[config.mk]
export PLATFORM = sky130hd
export DESIGN_NAME = rf_unpack
export DESIGN_NICKNAME = d
export VERILOG_FILES = /design/src/rtl/rf_proto_pkg.sv /design/src/rtl/rf_frame_buf.sv /design/src/rtl/rf_unpack.sv
export SDC_FILE = /design/constraint.sdc
export NUM_CORES = 1
export LEC_CHECK = 0
export ABC_CLOCK_PERIOD_IN_PS = 5600
export BUFFER_PORTS_ARGS = -buffer_cell sky130_fd_sc_hd__buf_2
export CORE_AREA = 2 2 155 157
export CTS_CLUSTER_DIAMETER = 200
export DETAILED_ROUTE_END_ITERATION = 6
export DIE_AREA = 0 0 157 159
export PLACE_DENSITY_LB_ADDON = 0.3
export SYNTH_ARGS = -nofsm -noshare
export SYNTH_HDL_FRONTEND = slang
export SYNTH_SLANG_ARGS = --single-unit
[constraint.sdc]
create_clock -name clk -period 5.6 [get_ports clk]
set_input_delay 0.28 -clock clk [delete_from_list [all_inputs] [get_ports clk]]
set_output_delay 0.28 -clock clk [all_outputs]
set_load 0.02 [all_outputs]
[src/rtl/rf_proto_pkg.sv]
// Shared RF link protocol constants and types, used by both the framer and the unpacker.
package rf_proto_pkg;

  localparam int unsigned ASK_LEN  = 4;
  localparam int unsigned CTRL_LEN = 9;
  localparam int unsigned LEN_W    = $clog2(CTRL_LEN + 1);
  // Index of the last byte covered by the ctrl checksum
  localparam int unsigned XOR_LAST = CTRL_LEN - 2;

  localparam logic [7:0] B_IDLE_HDR  = 8'hFA;
  localparam logic [7:0] B_IDLE_TAIL = 8'hFB;
  localparam logic [7:0] B_STOP_TAIL = 8'hFE;
  localparam logic [7:0] B_HDR       = 8'hFF;
  localparam logic [7:0] B_ASK1      = 8'h01;
  localparam logic [7:0] B_ASK2      = 8'h00;
  localparam logic [7:0] B_CTRL_TAIL = 8'h02;

  localparam logic [1:0] ERR_LEN = 2'd0;
  localparam logic [1:0] ERR_HDR = 2'd1;
  localparam logic [1:0] ERR_CHK = 2'd2;
  localparam logic [1:0] ERR_OVF = 2'd3;

  typedef enum logic [3:0] {
    ST_IDLE = 4'b0001,
    ST_RECV = 4'b0010,
    ST_CHK  = 4'b0100,
    ST_DROP = 4'b1000
  } rf_state_t;

  typedef struct packed {
    logic [15:0] freq;
    logic [31:0] agin;
  } rf_ctrl_t;

  typedef logic [CTRL_LEN-1:0][7:0] rf_bytes_t;

endpackage

[src/rtl/rf_frame_buf.sv]
// Frame capture buffer: stores incoming bytes, tracks length and the running checksum XOR.
module rf_frame_buf
  import rf_proto_pkg::*;
(
  input  logic             clk,
  input  logic             rst,
  input  logic             start,
  input  logic             push,
  input  logic [7:0]       data,
  output rf_bytes_t        bytes,
  output logic [LEN_W-1:0] len,
  output logic [7:0]       xsum,
  output logic             full_c
);

  assign full_c = (len == LEN_W'(CTRL_LEN));

  // start opens a new frame with byte0; push appends while room remains
  always_ff @(posedge clk) begin
    if (rst) begin
      bytes <= '0;
      len   <= '0;
      xsum  <= '0;
    end else if (start) begin
      bytes[0] <= data;
      len      <= LEN_W'(1);
      xsum     <= data;
    end else if (push && !full_c) begin
      bytes[len] <= data;
      len        <= len + LEN_W'(1);
      if (len <= LEN_W'(XOR_LAST)) begin
        xsum <= xsum ^ data;
      end
    end
  end

endmodule

[src/rtl/rf_unpack.sv]
// RF link receiver: delimits frames by vld bursts, decodes ask/ctrl frames, reports errors and counts.
module rf_unpack
  import rf_proto_pkg::*;
#(
  parameter int unsigned CNT_W = 16
) (
  input  logic               clk,
  input  logic               rst,
  input  logic [7:0]         i_rf_data,
  input  logic               i_rf_vld,
  output logic               o_ask_vld,
  output logic               o_ask_type,
  output logic               o_ctrl_vld,
  output logic [15:0]        o_rf_freq,
  output logic [31:0]        o_rfc_agin,
  output logic               o_err,
  output logic [1:0]         o_err_code,
  output logic [2*CNT_W-1:0] o_rx_num,
  output logic [CNT_W-1:0]   o_err_num
);

  rf_state_t        state_q, state_d;
  logic             buf_start, buf_push;
  rf_bytes_t        bytes;
  logic [LEN_W-1:0] len;
  logic [7:0]       xsum;
  logic             full_c;

  logic             ask_vld_d, ask_type_d, ctrl_vld_d, err_d;
  logic [1:0]       err_code_d;
  rf_ctrl_t         fields_q, fields_d;
  logic [CNT_W-1:0] ask_cnt_q, ctrl_cnt_q, err_cnt_q;

  rf_frame_buf u_buf (
    .clk    (clk),
    .rst    (rst),
    .start  (buf_start),
    .push   (buf_push),
    .data   (i_rf_data),
    .bytes  (bytes),
    .len    (len),
    .xsum   (xsum),
    .full_c (full_c)
  );

  // Frame classification from the captured bytes
  logic is_ask_len, is_ctrl_len, idle_match, stop_match, ctrl_hdr_ok, chk_ok;
  assign is_ask_len  = (len == LEN_W'(ASK_LEN));
  assign is_ctrl_len = (len == LEN_W'(CTRL_LEN));
  assign idle_match  = ({bytes[0], bytes[1], bytes[2], bytes[3]} ==
                        {B_IDLE_HDR, B_ASK1, B_ASK2, B_IDLE_TAIL});
  assign stop_match  = ({bytes[0], bytes[1], bytes[2], bytes[3]} ==
                        {B_HDR, B_ASK1, B_ASK2, B_STOP_TAIL});
  assign ctrl_hdr_ok = (bytes[0] == B_HDR) && (bytes[7] == B_CTRL_TAIL);
  assign chk_ok      = (bytes[8] == xsum);

  always_comb begin
    state_d    = state_q;
    buf_start  = 1'b0;
    buf_push   = 1'b0;
    ask_vld_d  = 1'b0;
    ctrl_vld_d = 1'b0;
    err_d      = 1'b0;
    ask_type_d = o_ask_type;
    err_code_d = o_err_code;
    fields_d   = fields_q;
    case (state_q)
      ST_IDLE: begin
        if (i_rf_vld) begin
          buf_start = 1'b1;
          state_d   = ST_RECV;
        end
      end
      ST_RECV: begin
        if (!i_rf_vld) begin
          state_d = ST_CHK;
        end else if (full_c) begin
          state_d = ST_DROP;
        end else begin
          buf_push = 1'b1;
        end
      end
      ST_CHK: begin
        if (is_ask_len) begin
          if (idle_match) begin
            ask_vld_d  = 1'b1;
            ask_type_d = 1'b0;
          end else if (stop_match) begin
            ask_vld_d  = 1'b1;
            ask_type_d = 1'b1;
          end else begin
            err_d      = 1'b1;
            err_code_d = ERR_HDR;
          end
        end else if (is_ctrl_len) begin
          if (!ctrl_hdr_ok) begin
            err_d      = 1'b1;
            err_code_d = ERR_HDR;
          end else if (!chk_ok) begin
            err_d      = 1'b1;
            err_code_d = ERR_CHK;
          end else begin
            ctrl_vld_d    = 1'b1;
            fields_d.freq = {bytes[1], bytes[2]};
            fields_d.agin = {bytes[3], bytes[4], bytes[5], bytes[6]};
          end
        end else begin
          err_d      = 1'b1;
          err_code_d = ERR_LEN;
        end
        // A byte arriving during the check cycle opens the next frame
        if (i_rf_vld) begin
          buf_start = 1'b1;
          state_d   = ST_RECV;
        end else begin
          state_d = ST_IDLE;
        end
      end
      ST_DROP: begin
        if (!i_rf_vld) begin
          err_d      = 1'b1;
          err_code_d = ERR_OVF;
          state_d    = ST_IDLE;
        end
      end
      default: state_d = ST_IDLE;
    endcase
  end

  always_ff @(posedge clk) begin
    if (rst) begin
      state_q    <= ST_IDLE;
      o_ask_vld  <= 1'b0;
      o_ask_type <= 1'b0;
      o_ctrl_vld <= 1'b0;
      o_err      <= 1'b0;
      o_err_code <= ERR_LEN;
      fields_q   <= '0;
      ask_cnt_q  <= '0;
      ctrl_cnt_q <= '0;
      err_cnt_q  <= '0;
    end else begin
      state_q    <= state_d;
      o_ask_vld  <= ask_vld_d;
      o_ask_type <= ask_type_d;
      o_ctrl_vld <= ctrl_vld_d;
      o_err      <= err_d;
      o_err_code <= err_code_d;
      fields_q   <= fields_d;
      if (ask_vld_d)  ask_cnt_q  <= ask_cnt_q + CNT_W'(1);
      if (ctrl_vld_d) ctrl_cnt_q <= ctrl_cnt_q + CNT_W'(1);
      if (err_d)      err_cnt_q  <= err_cnt_q + CNT_W'(1);
    end
  end

  assign o_rf_freq  = fields_q.freq;
  assign o_rfc_agin = fields_q.agin;
  assign o_rx_num   = {ask_cnt_q, ctrl_cnt_q};
  assign o_err_num  = err_cnt_q;

endmodule

==> summary.txt <==
GRT
  – Pin count of the biggest net entering global routing: 109
  – First-pass GRT wire length: around 33000 µm
  – Initial antenna violation count: 0
  – Vias in the first global route: around 6200
  – Grt total ovfl: 0
  – Gr usage total: 16.3%

Logic synthesis
  – Most area-consuming cells after synthesis: dfxtp_1 47%, mux2i_1 8.2%, nand2_1 6.6%
  – Yosys warns: 0
  – Ys flop type: dfxtp_1
  – Netlist cell types: 54
  – Post-synth top cells: 190 x dfxtp_1, 142 x nand2_1, 91 x nor2_1
  – Synth Cell Area: a little over 8000 µm²
  – Sequential share of the synthesized area: 47.3%
  – Cell count after synthesis: 926
  – Synth async-reset ratio: 0%
  – Syn Nets: 944
  – Syn_area_per_cell: 8.68 µm²
  – Area share of the largest cell type after synthesis: 47.3%
  – Most frequent cell after synthesis: dfxtp_1
  – Yosys reg bits: 190
  – Number of synthesized flops with an enable pin: 0
  – Area leader, netlist: dfxtp_1

Run status
  – Outcome: completed

Critical path
  – Worst-path cell chain: nor4b_1, nand4_1, or4_4, or4_1, a21oi_1
  – Worst R2R Start: state_q[2]
  – CP endpoint kind: flop
  – WP buf/inv: 0
  – Worst endpoint required time: 5960 ps
  – Critical path depth: 5
  – Max FO, Critical Path: 66
  – Reg2reg end: ctrl_cnt_q[15]
  – CP max stage cell: or4_4
  – Worst path arrival time: 3660 ps
  – Worst r2r path cells: 5
  – Critical Path Source Type: flop
  – CP top delay family: simple AND/OR/NAND/NOR gates
  – Setup CP Type: flop to flop
  – Largest stage delay, worst path: 810 ps
  – Internal reg-to-reg setup slack: 2300 ps

Final layout
  – Register Area: between 3000 and 4000 µm²
  – Final #Nets: 1016
  – Synthesis-to-finish area growth: 17.1%
  – Filler cells: approximately 2400
  – Multi-input gate area: 3960 µm²
  – Antenna Diode Count: 0
  – Layout cells sized above 1: roughly 18%

Placement
  – Pre-CTS WS: roughly 2400 ps
  – Port Buffers: 112
  – DP HPWL: 13100 µm
  – Placer Congestion: just under 0.8

STA
  – Setup tns final: 0 ps
  – Tightest hold margin: between 80 and 90 ps
  – Worst Skew: 11.4 ps
  – Tmin final: between 3000 and 4000 ps
  – Fmax: between 0.3 and 0.4 GHz
  – Final setup viols: 0
  – Tightest Pin Transition: roughly 1100 ps
  – Final worst slack: 2300 ps
  – Hold Violations, Final: 0
  – Period Utilization, post-route: 58.9%
  – Slew HR: 25.5%
  – RSZ-0062 raised after global routing: no
  – Max Slew Vio Count: 0

Die
  – Core area: 23200 µm²
  – Die H: around 160 µm
  – Row count: 56
  – Initial Util: 34.7%
  – Die ar.: 25000 µm²
  – Top Ports: 113
  – Die width: 157 µm

Power and ir drop
  – Peak supply drop: 0.000178 V
  – Lkg Pwr: 3.96 nW
  – Pwr/cell area: approximately 290 nW/µm²

Routing
  – Antenna-violating nets left: 0
  – Iteration-0 DRC Markers: 420
  – Router iterations before antenna repair: 7
  – DR WL/cell: 15.2 µm
  – DRT Wirelength: 20200 µm
  – DRC: 0
  – DR vias/cell: ~5
  – Routed vias: roughly 6700

CTS
  – Skew-Pair Late Insertion Delay: 440 ps
  – CTS tree: done
  – Post-cts resize count: 0
  – Clock sinks: 190
  – Longest Clk Path Bufs: 2
  – Setup Fix Bufs, Post-CTS: 0
  – Worst-path clk slew: about 70 ps
  – CTS H-tree lvls: 4
  – # hold bufs at CTS: 0
  – Root Buffer: clkbuf_16
  – CTS Buf Count: 17

Min path
  – Hold path endpoint: state_q[2]
  – Hold crit path type: input port to flop
  – HP Start: i_rf_vld
  – Hold path cells: 2

Flow run
  – Max cap viols: 0
## power by group
group	switching [mW]	leakage, nW	internal, mW	total (mW)
clock	0.592	0.297	0.643	1.24
combinational	0.0679	2.13	0.0282	0.0961
sequential	0.0117	1.53	1.36	1.37
## cells in the final DEF (no fill, tap or decap), types with 3 or more instances in the layout
| cell | synthesis | routed |
|---|---|---|
| dfxtp_1 | 190 | 190 |
| nand2_1 | 142 | 142 |
| buf_2 | 8 | 111 |
| nor2_1 | 91 | 91 |
| a21oi_1 | 88 | 88 |
| mux2i_1 | 66 | 66 |
| nand3_1 | 43 | 43 |
| o21ai_0 | 19 | 19 |
| nor2b_1 | 19 | 19 |
| mux2_2 | 17 | 17 |
| clkbuf_16 | 0 | 17 |
| nand4_1 | 16 | 16 |
| nor4_1 | 14 | 14 |
| xnor2_1 | 13 | 13 |
| or3_1 | 13 | 13 |
| or4_1 | 12 | 12 |
| nor3_1 | 12 | 11 |
| inv_1 | 10 | 10 |
| and3_1 | 10 | 10 |
| o31ai_1 | 10 | 10 |
| and4_1 | 8 | 8 |
| ha_1 | 7 | 7 |
| o41ai_1 | 6 | 6 |
| buf_4 | 1 | 6 |
| or2_2 | 5 | 5 |
| o311ai_0 | 5 | 5 |
| inv_8 | 0 | 5 |
| nand2b_1 | 4 | 4 |
| nor4b_1 | 5 | 4 |
| or3b_2 | 3 | 3 |
| or4b_2 | 3 | 3 |
| a211oi_1 | 3 | 3 |
| clkinv_8 | 0 | 3 |
## metrics by stage
step                cells  power, mW  cell area, µm²  util (%)
global placement     1298       1.50            8820      38.0
CTS                  1330       2.73            9420      40.6
floorplan             926       1.47            8040         -
global route         1330       2.81            9420      40.6
detailed placement   1298       1.50            8820      38.0
finish               1330       2.70            9420      40.6
## cell type report
class	instances	area share, %
clock buffers	18	4.56
clock inverters	14	1.86
inverters	11	0.438
multi-input cells	660	42.0
flip-flops and latches	190	40.4
well taps	319	4.24
repair buffers	118	6.49
## cells by family (layout without fill, tap and decap cells)
group	Yosys count	after routing	share of synthesized area, %
buf+inv	76	161	3.81
flops	190	190	47.3
xor+xnor	15	15	1.63
fa+ha+maj	7	7	1.09
simple gates	410	410	25.1
compound gates	145	145	10.5
mux	83	83	10.6
## per-layer routing
layer	vias up	global-route usage, %	routed length (µm)
li1	3400	-	-
met1	3156	23.0	10100
met2	123	25.4	9160
met3	14	3.02	725
met4	0	4.59	219
met5	-	0	0
## flip-flops by register name, summed over array words and instances (netlist names), 2 cells and up
register,cells
o_rfc_agin,32
state_q,4
ask_cnt_q,16
u_buf.bytes,72
o_err_num,16
o_err_code,2
ctrl_cnt_q,16
o_rf_freq,16
u_buf.xsum,8
u_buf.len,4
## worst max path at each step
stage          slack (ps)       startpoint        endpoint
6_report             2300       state_q[2]  ctrl_cnt_q[15]
5_1_grt              2160       state_q[2]  ctrl_cnt_q[14]
4_1_cts              2350       state_q[2]  ctrl_cnt_q[13]
3_5_place_dp         2400       state_q[2]  ctrl_cnt_q[15]
3_3_place_gp         2500       state_q[2]  ctrl_cnt_q[15]
2_1_floorplan        2910  u_buf.bytes[63]  ctrl_cnt_q[12]
Power figures use the tool's default switching activity.
